**src/rtl/std_ram_reader_pkg.sv**
```systemverilog
// Shared types and buffer sizing for the streaming RAM reader.
package std_ram_reader_pkg;

    typedef enum logic [1:0] {
        ST_IDLE  = 2'd0,
        ST_READ  = 2'd1,
        ST_DRAIN = 2'd2,
        ST_DONE  = 2'd3
    } state_t;

    localparam int BUF_DEPTH = 4;
    localparam int BUF_PTR_W = $clog2(BUF_DEPTH);
    localparam int BUF_CNT_W = $clog2(BUF_DEPTH + 1);

endpackage

```
**src/rtl/std_ram_reader_if.sv**
```systemverilog
// RAM read port plus valid/ready output stream of the reader.
interface std_ram_reader_if #(
    parameter int ADDRESS_WIDTH = 4,
    parameter int DATA_WIDTH    = 8
);
    logic                     o_meb;
    logic [ADDRESS_WIDTH-1:0] o_adrb;
    logic [DATA_WIDTH-1:0]    i_qb;
    logic                     o_valid;
    logic                     i_ready;
    logic [DATA_WIDTH-1:0]    o_data;
    logic                     o_last;

    modport master (
        output o_meb, o_adrb, o_valid, o_data, o_last,
        input  i_qb, i_ready
    );

    modport slave (
        input  o_meb, o_adrb, o_valid, o_data, o_last,
        output i_qb, i_ready
    );
endinterface

```
**src/rtl/std_ram_reader_buf.sv**
```systemverilog
// Small FIFO that absorbs RAM read latency and stream back-pressure.
module std_ram_reader_buf
    import std_ram_reader_pkg::*;
#(
    parameter int DATA_WIDTH = 8
) (
    input  logic                  i_clk,
    input  logic                  i_rst,
    input  logic                  i_clr,
    input  logic                  i_push,
    input  logic [DATA_WIDTH-1:0] i_data,
    input  logic                  i_pop,
    output logic [DATA_WIDTH-1:0] o_data,
    output logic [BUF_CNT_W-1:0]  o_count
);
    logic [BUF_DEPTH-1:0][DATA_WIDTH-1:0] entries;
    logic [BUF_PTR_W-1:0]                 wr_ptr_reg;
    logic [BUF_PTR_W-1:0]                 rd_ptr_reg;
    logic [BUF_CNT_W-1:0]                 count_reg;
    logic                                 do_pop;

    assign do_pop = i_pop && (count_reg != '0);

    genvar gi;
    generate
        for (gi = 0; gi < BUF_DEPTH; gi++) begin : g_entry
            logic [DATA_WIDTH-1:0] data_reg;

            always_ff @(posedge i_clk or negedge i_rst) begin
                if (!i_rst) begin
                    data_reg <= '0;
                end else if (i_clr) begin
                    data_reg <= '0;
                end else if (i_push && (wr_ptr_reg == BUF_PTR_W'(gi))) begin
                    data_reg <= i_data;
                end
            end

            assign entries[gi] = data_reg;
        end
    endgenerate

    // Depth is a power of two, so pointers wrap naturally.
    always_ff @(posedge i_clk or negedge i_rst) begin
        if (!i_rst) begin
            wr_ptr_reg <= '0;
            rd_ptr_reg <= '0;
            count_reg  <= '0;
        end else if (i_clr) begin
            wr_ptr_reg <= '0;
            rd_ptr_reg <= '0;
            count_reg  <= '0;
        end else begin
            if (i_push) begin
                wr_ptr_reg <= wr_ptr_reg + BUF_PTR_W'(1);
            end
            if (do_pop) begin
                rd_ptr_reg <= rd_ptr_reg + BUF_PTR_W'(1);
            end
            case ({i_push, do_pop})
                2'b10:   count_reg <= count_reg + BUF_CNT_W'(1);
                2'b01:   count_reg <= count_reg - BUF_CNT_W'(1);
                default: count_reg <= count_reg;
            endcase
        end
    end

    assign o_data  = entries[rd_ptr_reg];
    assign o_count = count_reg;

endmodule

```
**src/rtl/std_ram_reader.sv**
```systemverilog
// Reads a run of consecutive RAM words (wrapping) and streams them out
// on a valid/ready interface, tagging the final beat with o_last.
module std_ram_reader
    import std_ram_reader_pkg::*;
#(
    parameter int WORD_SIZE     = 16,
    parameter int ADDRESS_WIDTH = (WORD_SIZE >= 2) ? $clog2(WORD_SIZE) : 1,
    parameter int DATA_WIDTH    = 8
) (
    input  logic                     i_clk,
    input  logic                     i_rst,
    input  logic                     i_clr,
    input  logic                     i_start,
    input  logic [ADDRESS_WIDTH-1:0] i_base,
    input  logic [ADDRESS_WIDTH:0]   i_length,
    output logic                     o_busy,
    output logic                     o_done,
    std_ram_reader_if.master         bus
);
    localparam logic [ADDRESS_WIDTH:0]   LEN_ONE  = (ADDRESS_WIDTH + 1)'(1);
    localparam logic [ADDRESS_WIDTH-1:0] ADDR_TOP = ADDRESS_WIDTH'(WORD_SIZE - 1);

    state_t                   state_reg;
    logic                     inflight_reg;
    logic [ADDRESS_WIDTH-1:0] addr_reg;
    logic [ADDRESS_WIDTH-1:0] addr_next;
    logic [ADDRESS_WIDTH:0]   issue_rem_reg;
    logic [ADDRESS_WIDTH:0]   beat_rem_reg;
    logic                     busy_reg;
    logic                     done_reg;

    logic [BUF_CNT_W-1:0]     buf_count;
    logic                     issue;
    logic                     valid;
    logic                     pop;
    logic                     last_beat;

    // Credit check counts the word still in the RAM pipeline; a same-cycle
    // pop deliberately does not free a slot.
    assign issue = (state_reg == ST_READ)
                && ((buf_count + BUF_CNT_W'(inflight_reg)) < BUF_CNT_W'(BUF_DEPTH))
                && (issue_rem_reg != '0);

    assign valid     = (buf_count != '0);
    assign pop       = valid && bus.i_ready;
    assign last_beat = pop && (beat_rem_reg == LEN_ONE);
    assign addr_next = (addr_reg == ADDR_TOP) ? '0 : addr_reg + ADDRESS_WIDTH'(1);

    always_ff @(posedge i_clk or negedge i_rst) begin
        if (!i_rst) begin
            state_reg     <= ST_IDLE;
            inflight_reg  <= 1'b0;
            addr_reg      <= '0;
            issue_rem_reg <= '0;
            beat_rem_reg  <= '0;
            busy_reg      <= 1'b0;
            done_reg      <= 1'b0;
        end else if (i_clr) begin
            state_reg     <= ST_IDLE;
            inflight_reg  <= 1'b0;
            addr_reg      <= '0;
            issue_rem_reg <= '0;
            beat_rem_reg  <= '0;
            busy_reg      <= 1'b0;
            done_reg      <= 1'b0;
        end else begin
            inflight_reg <= issue;
            if (issue) begin
                addr_reg      <= addr_next;
                issue_rem_reg <= issue_rem_reg - LEN_ONE;
            end
            if (pop) begin
                beat_rem_reg <= beat_rem_reg - LEN_ONE;
            end

            case (state_reg)
                ST_IDLE: begin
                    if (i_start) begin
                        addr_reg      <= i_base;
                        issue_rem_reg <= i_length;
                        beat_rem_reg  <= i_length;
                        busy_reg      <= 1'b1;
                        if (i_length == '0) begin
                            state_reg <= ST_DONE;
                            done_reg  <= 1'b1;
                        end else begin
                            state_reg <= ST_READ;
                        end
                    end
                end
                ST_READ: begin
                    if (issue && (issue_rem_reg == LEN_ONE)) begin
                        state_reg <= ST_DRAIN;
                    end
                end
                ST_DRAIN: begin
                    if (last_beat) begin
                        state_reg <= ST_DONE;
                        done_reg  <= 1'b1;
                    end
                end
                ST_DONE: begin
                    state_reg <= ST_IDLE;
                    busy_reg  <= 1'b0;
                    done_reg  <= 1'b0;
                end
            endcase
        end
    end

    // Clearing the in-flight flag on abort also drops the word still in the RAM pipe.
    std_ram_reader_buf #(
        .DATA_WIDTH (DATA_WIDTH)
    ) u_buf (
        .i_clk   (i_clk),
        .i_rst   (i_rst),
        .i_clr   (i_clr),
        .i_push  (inflight_reg),
        .i_data  (bus.i_qb),
        .i_pop   (pop),
        .o_data  (bus.o_data),
        .o_count (buf_count)
    );

    assign bus.o_meb   = issue;
    assign bus.o_adrb  = addr_reg;
    assign bus.o_valid = valid;
    assign bus.o_last  = valid && (beat_rem_reg == LEN_ONE);
    assign o_busy      = busy_reg;
    assign o_done      = done_reg;

endmodule

```
**src/flat_wrapper.sv**
```systemverilog
// flat-port wrapper written by rule: the top's interface ports become plain ports
module std_ram_reader_flat import std_ram_reader_pkg::*;
#(
    parameter int WORD_SIZE     = 16,
    parameter int ADDRESS_WIDTH = (WORD_SIZE >= 2) ? $clog2(WORD_SIZE) : 1,
    parameter int DATA_WIDTH    = 8
)
  (i_clk, i_rst, i_clr, i_start, i_base, i_length, o_busy, o_done, bus_o_meb, bus_o_adrb, bus_o_valid, bus_o_data, bus_o_last, bus_i_qb, bus_i_ready);
  std_ram_reader_if #(.ADDRESS_WIDTH(ADDRESS_WIDTH), .DATA_WIDTH(DATA_WIDTH)) bus_i ();
  input  logic i_clk;
  input  logic i_rst;
  input  logic i_clr;
  input  logic i_start;
  input  logic [ADDRESS_WIDTH-1:0] i_base;
  input  logic [ADDRESS_WIDTH:0] i_length;
  output logic o_busy;
  output logic o_done;
  output wire logic [$bits(bus_i.o_meb)-1:0] bus_o_meb;
  output wire logic [$bits(bus_i.o_adrb)-1:0] bus_o_adrb;
  output wire logic [$bits(bus_i.o_valid)-1:0] bus_o_valid;
  output wire logic [$bits(bus_i.o_data)-1:0] bus_o_data;
  output wire logic [$bits(bus_i.o_last)-1:0] bus_o_last;
  input wire logic [$bits(bus_i.i_qb)-1:0] bus_i_qb;
  input wire logic [$bits(bus_i.i_ready)-1:0] bus_i_ready;
  assign bus_o_meb = bus_i.o_meb;
  assign bus_o_adrb = bus_i.o_adrb;
  assign bus_o_valid = bus_i.o_valid;
  assign bus_o_data = bus_i.o_data;
  assign bus_o_last = bus_i.o_last;
  assign bus_i.i_qb = bus_i_qb;
  assign bus_i.i_ready = bus_i_ready;
  std_ram_reader #(.WORD_SIZE(WORD_SIZE), .ADDRESS_WIDTH(ADDRESS_WIDTH), .DATA_WIDTH(DATA_WIDTH)) u_core (.i_clk(i_clk), .i_rst(i_rst), .i_clr(i_clr), .i_start(i_start), .i_base(i_base), .i_length(i_length), .o_busy(o_busy), .o_done(o_done), .bus(bus_i));
endmodule
```
**config.mk**
```make
export PLATFORM = sky130hd
export DESIGN_NAME = std_ram_reader_flat
export DESIGN_NICKNAME = d
export VERILOG_FILES = /design/src/rtl/std_ram_reader_pkg.sv /design/src/rtl/std_ram_reader_if.sv /design/src/rtl/std_ram_reader_buf.sv /design/src/rtl/std_ram_reader.sv /design/src/flat_wrapper.sv
export SDC_FILE = /design/constraint.sdc
export NUM_CORES = 1
export LEC_CHECK = 0
export BUFFER_PORTS_ARGS = -buffer_cell sky130_fd_sc_hd__buf_2
export CORE_MARGIN = 2
export CORE_UTILIZATION = 55
export CTS_BUF_LIST = sky130_fd_sc_hd__clkbuf_16
export DETAILED_ROUTE_END_ITERATION = 8
export GPL_TIMING_DRIVEN = 0
export PLACE_DENSITY = 0.85
export SYNTH_ARGS = -nofsm -noshare
export SYNTH_HDL_FRONTEND = slang
export SYNTH_SLANG_ARGS = --single-unit
export TNS_END_PERCENT = 1
```
**constraint.sdc**
```tcl
create_clock -name i_clk -period 2.75 [get_ports i_clk]
set_input_delay 0.275 -clock i_clk [delete_from_list [all_inputs] [get_ports i_clk]]
set_output_delay 0.275 -clock i_clk [all_outputs]
set_load 0.1 [all_outputs]
```
* Word-level counts from Yosys, hierarchy flattened
Index checks and enable logic that the tools add are counted.
Storage, ports and cells: input bits 22, word-level logic and storage cells 111, output and inout bits 17, register bits 58
Cells by class: reduce and logical (&&, ||, !) cells 28, equal/unequal tests 15, magnitude comparators 2, add/subtract/negate cells 8, mux-type cells 44
Operator list (count):
- 2-to-1 mux 8 bit | 9
- 2-to-1 mux 5 bit | 8
- 2-to-1 mux 4 bit | 5
- 2-to-1 mux 2 bit | 9
- binary-select mux 8 bit (select 2 bit) | 1
- nonzero test 2 bit | 6
- logical AND 1 bit | 11
- == test 2 bit (second input constant) | 5
- == test 5 x 1 -> 1 bit (second input constant) | 2
- subtractor 5 x 1 -> 5 bit (second input constant) | 2
- nonzero test 3 bit | 3
- case mux 2 bit (4 select lines) | 1
- 2-to-1 mux 1 bit | 7
- == test 2 x 1 -> 1 bit (second input constant) | 3
- inequality test 3 x 2 -> 1 bit (second input constant) | 2
- inequality test 3 bit (second input constant) | 2
- case mux 3 bit (2 select lines) | 1
- zero test 5 bit | 1
- nonzero test 5 bit | 1
- adder 2 x 1 -> 2 bit (second input constant) | 2
- adder 4 x 1 -> 4 bit (second input constant) | 1
- == test 4 bit (second input constant) | 1
- zero test 2 bit | 2
- AND reduction 4 bit | 1
- 11 further kinds | 11

* Depth between registers and ports, before layout
Gate-level depths: netlist of run 1.
depth after elaboration 8, gate-level depth with buffers 8, depth with buffers taken out 6

* Cells and area by module
Synthesis of run 1 repeated with hierarchy kept, for this count alone.
Unflattened totals: cells, all modules 343, area, all modules 3260.6 sq um
By module, submodules not included:
- std_ram_reader_buf | area each 1965.6 sq um, cells an instance 203, sequential area each 975.9 sq um, times used 1
- std_ram_reader | area each 1295.0 sq um, cells an instance 140, sequential area each 475.5 sq um, times used 1

* Worst setup path after synthesis of run 1
No wires, ideal clock.
path kind reg2out, from register u_core.issue_rem_reg[0], to output port bus_o_meb, path buffers 1, cell stages (with the launch flop) 7, data required time 2475 ps, slack 183 ps, arrival time 2292 ps, cells stage by stage dfrtp_1 -> inv_1 -> ha_1 -> or4b_4 -> nand2_2 -> buf_4 -> nor2_1
Between the ends: word-level cells in the longest chain between the ends 2
Ends and longest elaborated chain:
- start, declared | RTL line std_ram_reader.sv:27 | logic [ADDRESS_WIDTH:0] issue_rem_reg;
- start signal, assigned | RTL line std_ram_reader.sv:70 | issue_rem_reg <= issue_rem_reg - LEN_ONE;
- start signal, assigned | RTL line std_ram_reader.sv:80 | issue_rem_reg <= i_length;
- nonzero test 5 bit | RTL line std_ram_reader.sv:42 | && (issue_rem_reg != '0);
- logical AND 1 bit | RTL line std_ram_reader.sv:42
- end, declared | RTL line flat_wrapper.sv:18 | output wire logic [$bits(bus_i.o_meb)-1:0] bus_o_meb;
No other way between the ends.

* Worst setup path in the final report of run 1
from register u_core.inflight_reg, to register u_core.u_buf.count_reg[2], in the netlist u_core.u_buf.o_count[2]
Between the ends: word-level cells in the longest chain between the ends 3, elaborated cells between the ends (all ways) 5, those cells by class eq/ne: 2; mux: 2; reduce/logical: 1
Ends and longest elaborated chain:
- start, declared | RTL line std_ram_reader.sv:24 | logic inflight_reg;
- start signal, assigned | RTL line std_ram_reader.sv:67 | inflight_reg <= issue;
- == test 2 x 1 -> 1 bit / == test 2 bit (equally long branches) | RTL line std_ram_reader_buf.sv:60 | case ({i_push, do_pop})
- case mux 3 bit (2 select lines) | RTL line std_ram_reader_buf.sv:60
- 2-to-1 mux 3 bit | RTL line std_ram_reader_buf.sv:49 | end else if (i_clr) begin
- end signal, assigned | RTL line std_ram_reader_buf.sv:61 | 2'b10: count_reg <= count_reg + BUF_CNT_W'(1);
- end signal, assigned | RTL line std_ram_reader_buf.sv:62 | 2'b01: count_reg <= count_reg - BUF_CNT_W'(1);
- end signal, assigned | RTL line std_ram_reader_buf.sv:63 | default: count_reg <= count_reg;
- end, declared | RTL line std_ram_reader_buf.sv:19 | logic [BUF_CNT_W-1:0] count_reg;
Several ways; a longest one is shown, not always the timed one. A chain may end at the register's enable or synchronous reset.

==> summary.md, run 1 <==
| Metric | Value |
|---|---|
| Multi-input gate area | 1592 um^2 |
| Worst-Skew Late Latency | 330 ps |
| WS Path Type | reg -> reg |
| Most frequent cells in the layout | dfrtp_1 (58), nand2_1 (43), a21oi_1 (42), buf_2 (39), nand3_1 (38) |
| VDD IR-drop max | 750.5 uV |
| CP required | between 2000 and 3000 ps |
| Grt met2 use | 42.00% |
| Max reg flops | 32 |
| First-pass GRT wire length | between 10 and 15 mm |
| CORE AREA | around 5600 um^2 |
| Post-synth EDFFs | 0 |
| TritonCTS Buffers | 9 |
| Critical-path cell list | buf_6 > clkbuf_1 > clkbuf_1 > nor2_1 > fa_1 > nor3_1 > o21ai_0 > nor3b_1 |
| Tightest Pin Transition | 728.4 ps |
| Fillers | 440 |
| Layout cells sized above 1 | 17.88% |
| Fin cells | 458 |
| Final setup margin | 353.1 ps |
| Max Cap Viol | 0 |
| Antenna Nets Post-Route | 0 |
| CTS clock-pin slew for the worst setup and hold paths | 50 ps |
| DR vias/cell | 6.282 |
| Reg2Reg Depth | 8 |
| Synth warn | 0 |
| Diode count | 0 |
| CTS max path bufs | 2 |
| DRC viols | 0 |
| Reg2reg setup slack | 350 ps |
| Worst slew margin | 51.44% |
| Buf/Inv on CP | 3 |
| Final setup vio count | 0 |
| Synthesized net count | between 300 and 400 |
| Crit path max-delay cell type | clkbuf_1 |
| Top delay family on crit path | buffers and inverters |
| Die area | 6436 um^2 |
| Worst hold path class | in -> async |
| Resize count post-CTS | 0 |
| Total wire length | 8.002 mm |
| Commonest non-fill, non-tap cell in the layout | dfrtp_1 |
| Pin count of the biggest net entering global routing | 59 |
| Setup_tns | 0 ps |
| Power consumption | 4197 uW |
| CTS tree | built |
| DRT iter0 DRCs | around 240 |
| Dpl cells | 442 |
| Initial antenna violation count | 0 |
| Global Route met3 Usage | approximately 5.6% |
| Grt total ovfl | 0 |
| Synth cell types | 48 |
| Syn Area/Cell | 9.625 um^2 |
| CTS sink count | 58 |
| Most Crowded Layer GR | met2 |
| Worst setup SP type | flip-flop |
| Drt wl/cell | 17.47 um |
| Hold Buf Count CTS | 0 |
| Post-route clock skew | 3.939 ps |
| Synth Flop Type | dfrtp_1 |
| Met1 Use GR | between 30% and 40% |
| Status | finished clean |
| Mapped Cells | 332 |
| Post-layout util | between 60% and 70% |
| Tmin final | 2397 ps |
| Top Ports | 39 |
| Starting density of the core | 57.33% |
| Worst r2r src | u_core.inflight_reg |
| Synth Register Bits | 58 |
| Post-synthesis cell area | approximately 3200 um^2 |
| Final period util | 87.16% |
| Crit path largest cell delay | 430 ps |
| Die Wd | 80.23 um |
| HPWL after DPL | 5.262 mm |
| RSZ-0062 raised after global routing | false |
| Number of global-route vias before repair | between 2,000 and 3,000 |
| Seq/Total Area, Yosys | 45.42% |
| Final Hold Viols | 0 |
| Die span in y | 80.23 um |
| RR Endpoint | u_core.u_buf.o_count[2] |
| Synth-to-Final Area Change | 17.54% |
| Power Density | roughly 1100 nW/um^2 |
| Gr usage total | 27.05% |
| Post-place setup slack | between 400 and 500 ps |
| Leak | 0.001647 uW |
| F_max | 417.2 MHz |
| DRT Pass-1 Iters | 5 |
| Sequential cell area | 1451 um^2 |
| # H-tree levels | 3 |
| Layout Nets | 418 |
| Worst setup EP type | flip-flop |
| Worst path most repeated cell | clkbuf_1 |
| PortBufs | 38 |
| Via Count | 2,877 |
| Crit Path Max Fanout | 10 |
| Max Slew Vio Count | 0 |
| Root Driver | clkbuf_16 |
| Crit path DAT | 2580 ps |
| Post-CTS setup buffers | 0 |
| Floorplan row count | 27 |
| RD Place Congestion | a little under 1 |
| Synth async-reset ratio | 100.0% |
Yosys cell counts (2+ instances only):
cell type | n | share of area, %
nand2_1 | 43 | 5.1
a31oi_1 | 9 | 1.8
nand3_1 | 38 | 6.0
buf_2 | 2 | 0.31
mux4_2 | 8 | 5.6
inv_1 | 11 | 1.3
xnor2_1 | 5 | 1.4
dfrtp_1 | 58 | 45
or3_1 | 4 | 0.78
o21ai_1 | 3 | 0.47
nor2b_1 | 3 | 0.59
nand2b_1 | 2 | 0.39
nor3_1 | 3 | 0.47
ha_1 | 14 | 5.5
buf_1 | 5 | 0.59
buf_6 | 2 | 0.70
o211ai_1 | 2 | 0.47
and3_1 | 4 | 0.78
mux2i_1 | 3 | 0.94
clkbuf_1 | 12 | 1.4
or4_1 | 3 | 0.70
o31ai_1 | 5 | 1.2
nor2_1 | 11 | 1.3
nor4_1 | 3 | 0.59
buf_4 | 2 | 0.47
a21oi_1 | 42 | 6.6
o21ai_0 | 11 | 1.7
xor2_1 | 4 | 1.1
per-stage QoR:
step	cell area, um^2	hold slack, ps
CTS	3754	242.7
finish	3756	5.334
global route	3756	83.16
detailed placement	3476	511.6
global placement	3476	507.5
floorplan	3196	-20.59
cell families after synthesis:
logic type | after synthesis | share of synthesized area, %
mux | 12 | 6.930
flops | 58 | 45.42
simple gates | 124 | 19.50
compound gates | 79 | 14.29
xor+xnor | 10 | 2.976
fa+ha+maj | 15 | 6.108
buf+inv | 34 | 4.777
routing by layer:
layer  share of wire, %  routed length [um]
met4                3.2                 255
met3                7.1                 565
met2                 49                3959
met5                  0                   0
met1                 40                3220
final cells by class:
class                   count  area share [%]
repair buffers             38           5.130
clock buffers               9           5.996
flip-flops and latches     58           38.64
plain buffers              23           2.965
inverters                  11           1.099
well taps                  72           2.398
multi-input cells         240           42.37
clock inverters             7           1.399
how the worst max path moves through the flow:
stage                                        from                 endpoint  slack (ps)  cells past startpoint
after floorplan           u_core.issue_rem_reg[0]                bus_o_meb         180                      6
after global placement        u_core.inflight_reg  u_core.u_buf.o_count[2]         430                      8
after detailed placement      u_core.inflight_reg  u_core.u_buf.o_count[2]         400                      8
after CTS                 u_core.issue_rem_reg[0]                bus_o_meb         360                      7
after global routing          u_core.inflight_reg  u_core.u_buf.o_count[2]         210                      8
final                         u_core.inflight_reg  u_core.u_buf.o_count[2]         350                      8
worst reg2reg max path, stage by stage, from the launching register on:
cell and delay (ps):
dfrtp_1 330, buf_6 120, clkbuf_1 370, clkbuf_1 430, nor2_1 130, fa_1 400, nor3_1 240, o21ai_0 100
nor3b_1 140
report_power, final:
group          switching (uW)  internal, uW
clock                     367           680
sequential                159          1020
combinational            1400           570
total                    1930          2270
(Power assumes the default switching activity.)
==> run 2: changes to the inputs <==
--- a/config.mk
+++ b/config.mk
@@ -12,6 +12,7 @@
 export DETAILED_ROUTE_END_ITERATION = 8
 export GPL_TIMING_DRIVEN = 0
 export PLACE_DENSITY = 0.85
+export RECOVER_POWER = 100
 export SYNTH_ARGS = -nofsm -noshare
 export SYNTH_HDL_FRONTEND = slang
 export SYNTH_SLANG_ARGS = --single-unit
==> summary.md, run 2 (same netlist as run 1, synthesis figures left out) <==
| Metric | Value |
|---|---|
| Status | finished clean |
| DRT iter0 DRCs | 229 |
| Critical-path cell list | clkbuf_1 > mux4_2 > clkbuf_2 |
| Initial antenna violation count | 0 |
| Reg2reg setup slack | roughly 350 ps |
| Total wire length | 7.979 mm |
| CP required | between 2000 and 2500 ps |
| Top Ports | 39 |
| Worst Hold Depth | 3 |
| Worst slew margin | between 3 and 4% |
| Worst setup EP type | output pin |
| Buf/Inv on CP | 2 |
| Clock power share | between 20 and 30% |
| Worst-Skew Late Latency | about 330 ps |
| Die Wd | between 80 and 90 um |
| # H-tree levels | 3 |
| Switching Share | 46.35% |
| Reg2Reg Depth | 8 |
| HPWL after DPL | approximately 5.3 mm |
| CTS sink count | 58 |
| Setup_tns | 0 ps |
| Root Driver | clkbuf_16 |
| Die span in y | 80.23 um |
| Post-CTS setup buffers | 0 |
| Reg power frac | between 20% and 30% |
| Final setup margin | 226.4 ps |
| Power Density | 1112 nW/um^2 |
| Internal | 2222 uW |
| Worst setup SP type | flip-flop |
| Fin cells | 458 |
| Floorplan row count | 27 |
| DR vias/cell | around 6.2 |
| Tightest Pin Transition | 1444 ps |
| Max reg flops | 32 |
| Antenna Nets Post-Route | 0 |
| PortBufs | 38 |
| Grt total ovfl | 0 |
| CTS max path bufs | 2 |
| CTS tree | built |
| VDD IR-drop max | around 730 uV |
| Crit path largest cell delay | 620 ps |
| Die area | 6436 um^2 |
| Top delay family on crit path | buffers and inverters |
| Final Hold Viols | 0 |
| Gr usage total | 27.05% |
| WS Path Type | reg -> out |
| Pin count of the biggest net entering global routing | a little under 60 |
| Synth-to-Final Area Change | 16.52% |
| Max Slew Vio Count | 0 |
| Dpl cells | around 440 |
| RSZ-0062 raised after global routing | false |
| Fin area | 3724 um^2 |
| P_sw | between 1500 and 2000 uW |
| Comb power frac | a little under half |
| Final setup vio count | 0 |
| CTS clock-pin slew for the worst setup and hold paths | 50 ps |
| Number of global-route vias before repair | 2,828 |
| Most frequent cells in the layout | dfrtp_1 (58), nand2_1 (44), a21oi_1 (42), nand3_1 (38), buf_2 (25) |
| CORE AREA | 5574 um^2 |
| Crit path max-delay cell type | clkbuf_1 |
| RD Place Congestion | 0.9775 |
| Leak | 0.001603 uW |
| Crit Path Max Fanout | 10 |
| Commonest non-fill, non-tap cell in the layout | dfrtp_1 |
| DRC viols | 0 |
| Starting density of the core | 57.33% |
| Crit path DAT | 2250 ps |
| Post-route clock skew | 5.131 ps |
| Max Cap Viol | 0 |
| Critical Path Stages | 3 |
| Final period util | 91.77% |
| F_max | between 300 and 400 MHz |
| TritonCTS Buffers | 9 |
| First-pass GRT wire length | 13.03 mm |
| Layout Nets | 418 |
| Worst hold path class | in -> reg |
| Drt wl/cell | 17.42 um |
| Tmin final | 2524 ps |
| Power consumption | 4142 uW |
| Layout cells sized above 1 | 14.77% |
| Via Count | 2,851 |
| Diode count | 0 |
| Post-place setup slack | a little over 400 ps |
| Resize count post-CTS | 0 |
| Placed inst area | between 3000 and 4000 um^2 |
| DRT Pass-1 Iters | 5 |
| Hold Buf Count CTS | 0 |
-- run 2: final cells by class --
| class | count | area, um^2 |
|---|---|---|
| Fill cell | 449 | 1851 |
| Multi-Input combinational cell | 240 | 1579 |
| Sequential cell | 58 | 1451 |
| Clock buffer | 9 | 225.2 |
| Timing Repair Buffer | 38 | 181.4 |
| Buffer | 23 | 102.6 |
| Tap cell | 72 | 90.09 |
| Clock inverter | 7 | 52.55 |
| Inverter | 11 | 41.29 |
-- run 2: per-layer routing --
metal,up-vias,part of all wire (%),GRT usage [%]
met5,-,0,0
met4,0,2.8,16.78
met3,23,7.1,5.618
met2,123,50,42.00
met1,1424,41,34.65
li1,1281,-,-
-- run 2: final timing paths --
kind / start / to
min reg2reg: u_core.u_buf.g_entry[2].data_reg[6] / u_core.u_buf.g_entry[2].data_reg[6]
min: bus_i_qb[1] / u_core.u_buf.g_entry[0].data_reg[1]
min in group asynchronous: i_rst / u_core.u_buf.g_entry[1].data_reg[0]
max in group asynchronous: i_rst / u_core.beat_rem_reg[1]
max reg2reg: u_core.inflight_reg / u_core.u_buf.o_count[2]
max: u_core.u_buf.rd_ptr_reg[0] / bus_o_data[1]
-- run 2: worst register-to-register path: cells and delay by family (launching register included) --
family,cells,cell delay (ps)
fa+ha+maj,1,400
flops,1,330
compound gates,1,100
buf+inv,3,930
simple gates,3,510
-- run 2: power groups by stage --
| stage | Combinational [uW] | Sequential [uW] | Clock, uW |
|---|---|---|---|
| detailed placement | 1940 | 1180 | 0 |
| floorplan | 1350 | 1370 | 0 |
| CTS | 1970 | 1170 | 1050 |
| finish | 1910 | 1180 | 1050 |
| global route | 2060 | 1200 | 1090 |
| global placement | 1890 | 1170 | 0 |
-- run 2: through the flow --
step | hold slack (ps) | util (%)
6_report | 245.7 | 66.80
5_1_grt | 256.5 | 66.80
4_1_cts | 242.7 | 67.34
3_5_place_dp | 511.6 | 62.36
3_3_place_gp | 507.5 | 62.36
2_1_floorplan | -20.59 | -
==> run 3: changes to the inputs <==
--- a/config.mk
+++ b/config.mk
@@ -5,6 +5,7 @@
 export SDC_FILE = /design/constraint.sdc
 export NUM_CORES = 1
 export LEC_CHECK = 0
+export ABC_AREA = 1
 export BUFFER_PORTS_ARGS = -buffer_cell sky130_fd_sc_hd__buf_2
 export CORE_MARGIN = 2
 export CORE_UTILIZATION = 55
==> summary.md, run 3 <==
| Metric | Value |
|---|---|
| Tightest Pin Transition | 1432 ps |
| Die Wd | 81.03 um |
| Crit Path Max Fanout | 10 |
| Critical-path cell list | buf_2 > clkinv_1 > clkbuf_1 > nor2_1 > o22ai_1 > clkbuf_2 |
| Final Hold Viols | 0 |
| Hold Buf Count CTS | 0 |
| Fin cells | just under 500 |
| Worst slew margin | under 10% |
| Starting density of the core | between 50% and 60% |
| VDD IR-drop max | 820.8 uV |
| RSZ-0062 raised after global routing | false |
| Antenna Nets Post-Route | 0 |
| Layout Nets | between 400 and 500 |
| Most frequent cell after synthesis | dfrtp_1 |
| Gr usage total | 25.10% |
| Max Slew Vio Count | 0 |
| Setup_tns | 0 ps |
| Grt total ovfl | 0 |
| Final setup vio count | 0 |
| Synth-to-Final Area Change | 17.56% |
| Worst setup SP type | flip-flop |
| Max reg flops | 32 |
| # H-tree levels | 3 |
| Synth Register Bits | 58 |
| Final period util | 92.49% |
| Floorplan row count | 28 |
| Syn Area/Cell | 9.039 um^2 |
| DR vias/cell | 5.561 |
| Synth warn | 0 |
| First-pass GRT wire length | 12.34 mm |
| Commonest cells in the netlist | dfrtp_1 (58), nand2_1 (50), nor2_1 (40) |
| Top Ports | 39 |
| Reg2Reg Depth | 10 |
| Layout cells sized above 1 | between 20 and 25% |
| RD Place Congestion | 0.8220 |
| Tmin final | 2544 ps |
| CTS tree | built |
| Status | finished clean |
| Leak | 0.001910 uW |
| CORE AREA | approximately 5800 um^2 |
| Root Driver | clkbuf_16 |
| Power Density | 1235 nW/um^2 |
| Die span in y | 81.03 um |
| Post-synthesis cell area | roughly 3300 um^2 |
| Mapped Cells | 361 |
| CTS clock-pin slew for the worst setup and hold paths | ~50 ps |
| F_max | 393.2 MHz |
| Total wire length | 7.420 mm |
| Post-synth EDFFs | 0 |
| Initial antenna violation count | 0 |
| CTS max path bufs | 2 |
| Post-synth top area cell | dfrtp_1 |
| Via Count | 2,725 |
| Yosys top cell area share | 44.48% |
| Number of global-route vias before repair | 2,657 |
| CTS sink count | 58 |
| HPWL after DPL | roughly 4.9 mm |
| Crit path DAT | 2270 ps |
| Top post-synthesis cells by area | dfrtp_1 (44%), mux2_2 (11%), nand2_1 (5.8%) |
| Crit path max-delay cell type | clkbuf_2 |
| Synth async-reset ratio | 100.0% |
| Worst-Skew Late Latency | 330 ps |
| Crit path largest cell delay | 490 ps |
| Synth Flop Type | dfrtp_1 |
| CP required | between 2000 and 2500 ps |
| Resize count post-CTS | 0 |
| Dpl cells | 474 |
| Synthesized net count | 398 |
| Die area | 6565 um^2 |
| Post-route clock skew | 5.632 ps |
| Worst setup EP type | output pin |
| Synth cell types | 34 |
| DRC viols | 0 |
| Drt wl/cell | 15.14 um |
| Pin count of the biggest net entering global routing | approximately 60 |
| Seq/Total Area, Yosys | 44.48% |
| Max Cap Viol | 0 |
| Commonest non-fill, non-tap cell in the layout | dfrtp_1 |
| Most frequent cells in the layout | dfrtp_1 (58), nand2_1 (55), nor2_1 (40), o21ai_0 (38), inv_1 (36) |
| WS Path Type | reg -> out |
| TritonCTS Buffers | 9 |
| Worst hold path class | in -> async |
| DRT Pass-1 Iters | 5 |
| DRT iter0 DRCs | around 170 |
| Diode count | 0 |
| PortBufs | 38 |
| Post-CTS setup buffers | 0 |
-- run 3: critical path, delay by kind of cell (launching register included) --
family / cells / cell delay [ps]
and+or+nand+nor: 1 / 70
AOI/OAI and AO/OA: 1 / 230
buffers and inverters: 4 / 1280
DFF: 1 / 350
-- run 3: metal layers --
metal	GRT usage (%)	up-vias	part of all wire, %
met2	43.47	93	52
met1	29.96	1324	41
met4	10.51	0	1.5
li1	-	1295	-
met5	0	-	0
met3	5.889	13	5.4
-- run 3: through the flow --
step	setup WS [ps]	hold WS [ps]	cell area, um^2	power, uW	util [%]
after floorplan	136.1	-20.59	3263	3103	-
after global placement	778.4	458.0	3547	3447	60.99
after detailed placement	758.2	461.5	3547	3512	60.99
after CTS	369.8	256.8	3880	4797	66.72
after global routing	110.8	272.4	3836	5011	65.96
final	206.5	266.0	3836	4738	65.96
-- run 3: kinds of logic (layout without fill, tap and decap cells) --
logic type / after synthesis / in the layout / synth area share (%)
AOI/OAI and AO/OA: 66 / 66 / 10.77
xor gates and xnor gates: 6 / 6 / 1.610
adders and majority gates: 15 / 15 / 5.982
buffers and inverters: 51 / 105 / 6.633
DFF: 58 / 58 / 44.48
muxes: 32 / 32 / 11.04
and+or+nand+nor: 133 / 133 / 19.48
-- run 3: power by group --
group / internal, uW / leakage [uW] / total [uW] / switching [uW]
registers: 1050 / 0.000754 / 1210 / 164
clock network: 874 / 0.000164 / 1260 / 383
logic: 555 / 0.000993 / 2270 / 1710
-- run 3: path summary, 6_finish.rpt --
check | startpoint | endpoint | slack [ps]
worst max-delay path | u_core.u_buf.rd_ptr_reg[0] | bus_o_data[2] | 210
worst min-delay path | i_rst | u_core.bus.o_adrb[2] | 270
worst max register to register | u_core.inflight_reg | u_core.u_buf.o_count[2] | 670
worst min register to register | u_core.o_done | u_core.o_done | 470
max in group asynchronous | i_rst | u_core.beat_rem_reg[0] | 1600
min in group i_clk | i_length[1] | u_core.issue_rem_reg[1] | 270
-- run 3: final cells by class --
class / count / area [um^2]
Inverter: 39 / 151.4
Fill cell: 494 / 1979
Sequential cell: 58 / 1451
Tap cell: 75 / 93.84
Multi-Input combinational cell: 252 / 1565
Clock buffer: 9 / 225.2
Timing Repair Buffer: 38 / 181.4
Clock inverter: 7 / 107.6
Buffer: 12 / 60.06
